--- src/rtl/gsau_wb_buffer.sv ---
// gsau_wb_buffer: writeback FIFO between the GSAU psum output channel and the
// veggie vector register file write port. Each drained entry raises a
// scoreboard clear for its destination register in the same cycle it commits.
// Optional build macro GSAU_WB_BUF_PERF_EN adds stall/peak-occupancy counters.
module gsau_wb_buffer #(
    parameter int unsigned VREG_W = 512,
    parameter int unsigned VSEL_W = 5,
    parameter int unsigned DEPTH  = 4
) (
    input  logic                     clk,
    input  logic                     rst,
    input  logic [VREG_W-1:0]        wb_psum,
    input  logic [VSEL_W-1:0]        wb_wbdst,
    input  logic                     wb_valid,
    output logic                     wb_output_ready,
    input  logic                     flush,
    output logic                     vwr_en,
    output logic [VSEL_W-1:0]        vwr_sel,
    output logic [VREG_W-1:0]        vwr_data,
    input  logic                     vwr_ready,
    output logic                     sb_clr_valid,
    output logic [VSEL_W-1:0]        sb_clr_vdst,
    output logic [$clog2(DEPTH):0]   count
`ifdef GSAU_WB_BUF_PERF_EN
    ,
    output logic [31:0]              perf_stall_cycles,
    output logic [31:0]              perf_drain_stall,
    output logic [$clog2(DEPTH):0]   perf_max_count
`endif
);

    localparam int unsigned PTR_W = $clog2(DEPTH);
    localparam int unsigned CNT_W = PTR_W + 1;
    localparam logic [CNT_W-1:0] FULL_CNT = CNT_W'(DEPTH);

    logic [VREG_W-1:0] data_mem [DEPTH];
    logic [VSEL_W-1:0] dst_mem  [DEPTH];

    logic [PTR_W-1:0] wr_ptr_q, wr_ptr_d;
    logic [PTR_W-1:0] rd_ptr_q, rd_ptr_d;
    logic [CNT_W-1:0] count_q, count_d;
    logic             enq, deq;

    // Outputs come only from registered state, except the clear strobe.
    assign wb_output_ready = (count_q < FULL_CNT);
    assign vwr_en          = (count_q != '0);
    assign vwr_sel         = dst_mem[rd_ptr_q];
    assign vwr_data        = data_mem[rd_ptr_q];
    assign sb_clr_vdst     = vwr_sel;
    assign count           = count_q;

    // Flush kills both handshakes so nothing commits and no clear is issued.
    assign enq          = wb_valid & wb_output_ready & ~flush;
    assign deq          = vwr_en & vwr_ready & ~flush;
    assign sb_clr_valid = deq;

    // Next-state for pointers and occupancy; pointers wrap naturally (DEPTH is 2^n).
    always_comb begin
        wr_ptr_d = wr_ptr_q;
        rd_ptr_d = rd_ptr_q;
        count_d  = count_q;
        if (flush) begin
            wr_ptr_d = '0;
            rd_ptr_d = '0;
            count_d  = '0;
        end else begin
            if (enq) wr_ptr_d = wr_ptr_q + PTR_W'(1);
            if (deq) rd_ptr_d = rd_ptr_q + PTR_W'(1);
            unique case ({enq, deq})
                2'b10:   count_d = count_q + CNT_W'(1);
                2'b01:   count_d = count_q - CNT_W'(1);
                default: count_d = count_q;
            endcase
        end
    end

    // Control state register with asynchronous reset.
    always_ff @(posedge clk or posedge rst) begin
        if (rst) begin
            wr_ptr_q <= '0;
            rd_ptr_q <= '0;
            count_q  <= '0;
        end else begin
            wr_ptr_q <= wr_ptr_d;
            rd_ptr_q <= rd_ptr_d;
            count_q  <= count_d;
        end
    end

    // Entry storage; deliberately not reset.
    always_ff @(posedge clk) begin
        if (enq) begin
            data_mem[wr_ptr_q] <= wb_psum;
            dst_mem[wr_ptr_q]  <= wb_wbdst;
        end
    end

`ifdef GSAU_WB_BUF_PERF_EN
    logic [31:0]      stall_q;
    logic [31:0]      drain_q;
    logic [CNT_W-1:0] max_q;

    // Performance counters; cleared by reset only, flush leaves them intact.
    always_ff @(posedge clk or posedge rst) begin
        if (rst) begin
            stall_q <= '0;
            drain_q <= '0;
            max_q   <= '0;
        end else begin
            if (wb_valid && !wb_output_ready && (stall_q != '1)) stall_q <= stall_q + 32'd1;
            if (vwr_en && !vwr_ready && (drain_q != '1))         drain_q <= drain_q + 32'd1;
            if (count_d > max_q)                                  max_q   <= count_d;
        end
    end

    assign perf_stall_cycles = stall_q;
    assign perf_drain_stall  = drain_q;
    assign perf_max_count    = max_q;
`endif

endmodule

--- config.mk ---
export PLATFORM = sky130hd
export DESIGN_NAME = gsau_wb_buffer
export DESIGN_NICKNAME = d
export VERILOG_FILES = /design/src/rtl/gsau_wb_buffer.sv
export SDC_FILE = /design/constraint.sdc
export NUM_CORES = 1
export LEC_CHECK = 0
export ABC_AREA = 0
export BUFFER_PORTS_ARGS = -buffer_cell sky130_fd_sc_hd__buf_2
export CAP_MARGIN = 20
export CORE_AREA = 2 2 413 415
export DETAILED_ROUTE_END_ITERATION = 8
export DIE_AREA = 0 0 415 417
export GPL_ROUTABILITY_DRIVEN = 0
export PLACE_DENSITY = 0.78
export SLEW_MARGIN = 20
export SYNTH_ARGS = -nofsm -noshare
export SYNTH_HDL_FRONTEND = slang
export SYNTH_SLANG_ARGS = --single-unit
--- constraint.sdc ---
create_clock -name clk -period 23.2 [get_ports clk]
set_clock_uncertainty 0.15 [all_clocks]
set_input_delay 4.64 -clock clk [delete_from_list [all_inputs] [get_ports clk]]
set_output_delay 4.64 -clock clk [all_outputs]
set_load 0.05 [all_outputs]
==> impl_metrics.toml <==
[run_status]
status = "finished, final reports clean"

[sta]
tns_ns = 0
finalHoldViolCount = 0
maxSlewViolCount = 0
min_period_ns = 11.38
worstMarginPinSlew_ns = 1.11
rsz0062_at_grt = "no"
slew_headroom_pct = 26.0
fmax_ghz = 0.0879
finalCritPeriodShare_pct = 49.1
setup_viol = 0

[power]
intPower_mw = 6.50
pwr_density_cell_mw_per_mm2 = 97.4
p_leak_nw = 31.0
pwr-share-seq_pct = 48.3
switching_share_pct = 26.9
peakVddDrop_uv = 79.0
clkPwrFrac_pct = 35.9
power.switching_mw = 2.39
power_frac_comb_pct = 15.7

[detailed_routing]
num_vias = 35557
dr.pass1.iters = 7
drc = 0
routed_wl_um = 172000
wl_per_cell_um = 27.0
drtIter0Drc = 2814
avgViaCountPerCell = 5.58
ant_nets = 0

[global_route]
antenna_found_initial = 86
track_usage_pct = 19.3
grt_pass1_vias = 35565
grt_max_degree = 139
gr-total-overflow = 0
grt_pass1_wl_um = 244000

[clock_network]
ctsRootBufferMaster = "clkbuf_16"
cts_buffers = 198
ctsResizeCount = 0
cts_sinks = 2075
post_cts_buffers = 0
cts_hold_buf = 0
clock_path_buffers = 3
cts.reportedPaths.clkPinSlew_ns = 0.06
cts_tree = "built"
htree_num_levels = 4
clock_latency_ns = 0.83

[finish]
layout-drive-gt1-share_pct = 33.6
num-nets-final = 4462
regArea_mm2 = 0.0623
final_common_cell = "edfxtp_1"
fin_util_pct = 54.1
area_growth_pct = 18.2
final_cell_mix = "2068 x edfxtp_1, 1049 x buf_2, 517 x mux4_1"
multiInputGateArea_mm2 = 0.0139
n_fill_cell = 12187

[floorplanning]
io-pin-count = 1050
fp.dieH_um = 417
die_x_um = 415
dieArea_mm2 = 0.173
rows = 151
start_util_pct = 45.8
core-area_mm2 = 0.169

[yosys]
synth_warnings = 0
syn_nets = 3294
synth.yosys.seq_area_share_pct = 80.7
syn_inst = 2767
synth_top_area_share_pct = 80.4
ys_types = 27
syn-mean-instance-area_um2 = 27.9
synth-seq-cells = 2075
yosys.area.top_type = "edfxtp_1"
synthTopCellsByArea = "edfxtp_1 80%, mux4_1 18%, buf_6 0.77%, buf_2 0.30%, dfrtp_1 0.23%"
syn_area_mm2 = 0.0772

[critical_path]
cpPeakStageDelay_ns = 1.07
crit_slowest_cell = "dfrtp_4"
cp-startpoint = "rd_ptr_q[0]"
crit_top_cell = "buf_4"
crit_type = "reg2out"
cp_cell_sequence = "buf_4 -> buf_4 -> buf_4 -> buf_4 -> mux4_1 -> buf_2"
r2r-end = "data_mem[1][315]"
cp-start-kind = "flop"
cp.arrival_ns = 6.59
cp_num_buf_inv = 5
reg2reg_depth = 6
reg2reg_from = "count[2]"
critPathTopFamily = "buffers and inverters"
crit_required_ns = 18.41
critPathMaxFanout = 58
worstSetupEndpointType = "output port"
r2r_slack_ns = 17.84

[job]
drv_cap = 0

[min_path]
holdPathStages = 2
hold_path_end = "wr_ptr_q[0]"
worstHoldStart = "wr_ptr_q[0]"
hp-class = "reg2reg"

[placement]
io_buffer_count = 1049
post-dp-hpwl_um = 106000
worst max-delay path by stage:
stage	cells after the start	to
2_1_floorplan	4	data_mem[0][0]
3_3_place_gp	6	sb_clr_vdst[0]
3_5_place_dp	6	sb_clr_vdst[0]
4_1_cts	6	sb_clr_vdst[0]
5_1_grt	6	sb_clr_vdst[0]
6_report	6	sb_clr_vdst[0]
metal layers:
metal / global-route usage (%) / part of all wire, %
met1: 22.8 / 36
met2: 32.1 / 50
met3: 6.84 / 8.9
met4: 8.39 / 4.2
met5: 0 / 0.26
metrics by stage:
stage / instances / hold WS, ns / area (um^2) / worst slack (ns) / total power, mW
floorplan: 2767 / 0.412 / 77200 / 5.24 / 5.48
global placement: 5953 / 0.449 / 84600 / 12.71 / 5.76
detailed placement: 5953 / 0.469 / 84600 / 12.72 / 5.77
CTS: 6321 / 0.487 / 91100 / 11.74 / 8.96
global route: 6348 / 0.521 / 91200 / 11.62 / 9.14
finish: 6367 / 0.490 / 91200 / 11.82 / 8.89
worst min-delay path, cell delays in order (launching register included):
cell,delay (ns)
dfrtp_1,0.42
xnor2_1,0.15
nor2_1,0.04
synth_stat cells (all sizes together):
| master | count |
|---|---|
| nand3 | 3 |
| nor2b | 2 |
| xnor2 | 2 |
| inv | 4 |
| edfxtp | 2068 |
| mux4 | 517 |
| nor3 | 1 |
| clkbuf | 9 |
| nand2 | 3 |
| xor2 | 2 |
| mux2i | 2 |
| nor2 | 8 |
| a221oi | 2 |
| a21oi | 4 |
| dfrtp | 7 |
| or3 | 1 |
| fa | 1 |
| nor4 | 1 |
| a21o | 1 |
| buf | 116 |
| ha | 4 |
| nand2b | 2 |
| and2 | 4 |
| o21ai | 3 |
power by group through the flow:
| stage | sequential (mW) | combinational, mW | clock (mW) |
|---|---|---|---|
| floorplan | 4.43 | 1.05 | 0 |
| global placement | 4.37 | 1.39 | 0 |
| detailed placement | 4.37 | 1.40 | 0 |
| CTS | 4.30 | 1.41 | 3.26 |
| global route | 4.30 | 1.44 | 3.39 |
| finish | 4.30 | 1.40 | 3.19 |
cell type report:
class	count	area share [%]
inverter	4	0.0165
tap	2218	3.04
clock inverter	122	1.32
multi-input combinational	563	15.2
timing repair buffer	1093	6.19
sequential	2075	68.3
antenna	46	0.126
clock buffer	246	5.79
logic make-up after synthesis:
| group | share of synthesized area, % |
|---|---|
| flops | 80.7 |
| mux | 17.6 |
| buf+inv | 1.35 |
| simple gates | 0.160 |
| compound gates | 0.0778 |
| fa+ha+maj | 0.0908 |
| xor+xnor | 0.0454 |
sequential cells by signal, summed over array words and instances, names as in the netlist:
register,count
dst_mem,20
count,3
data_mem,2048
rd_ptr_q,2
wr_ptr_q,2
Power figures use the tool's default switching activity.
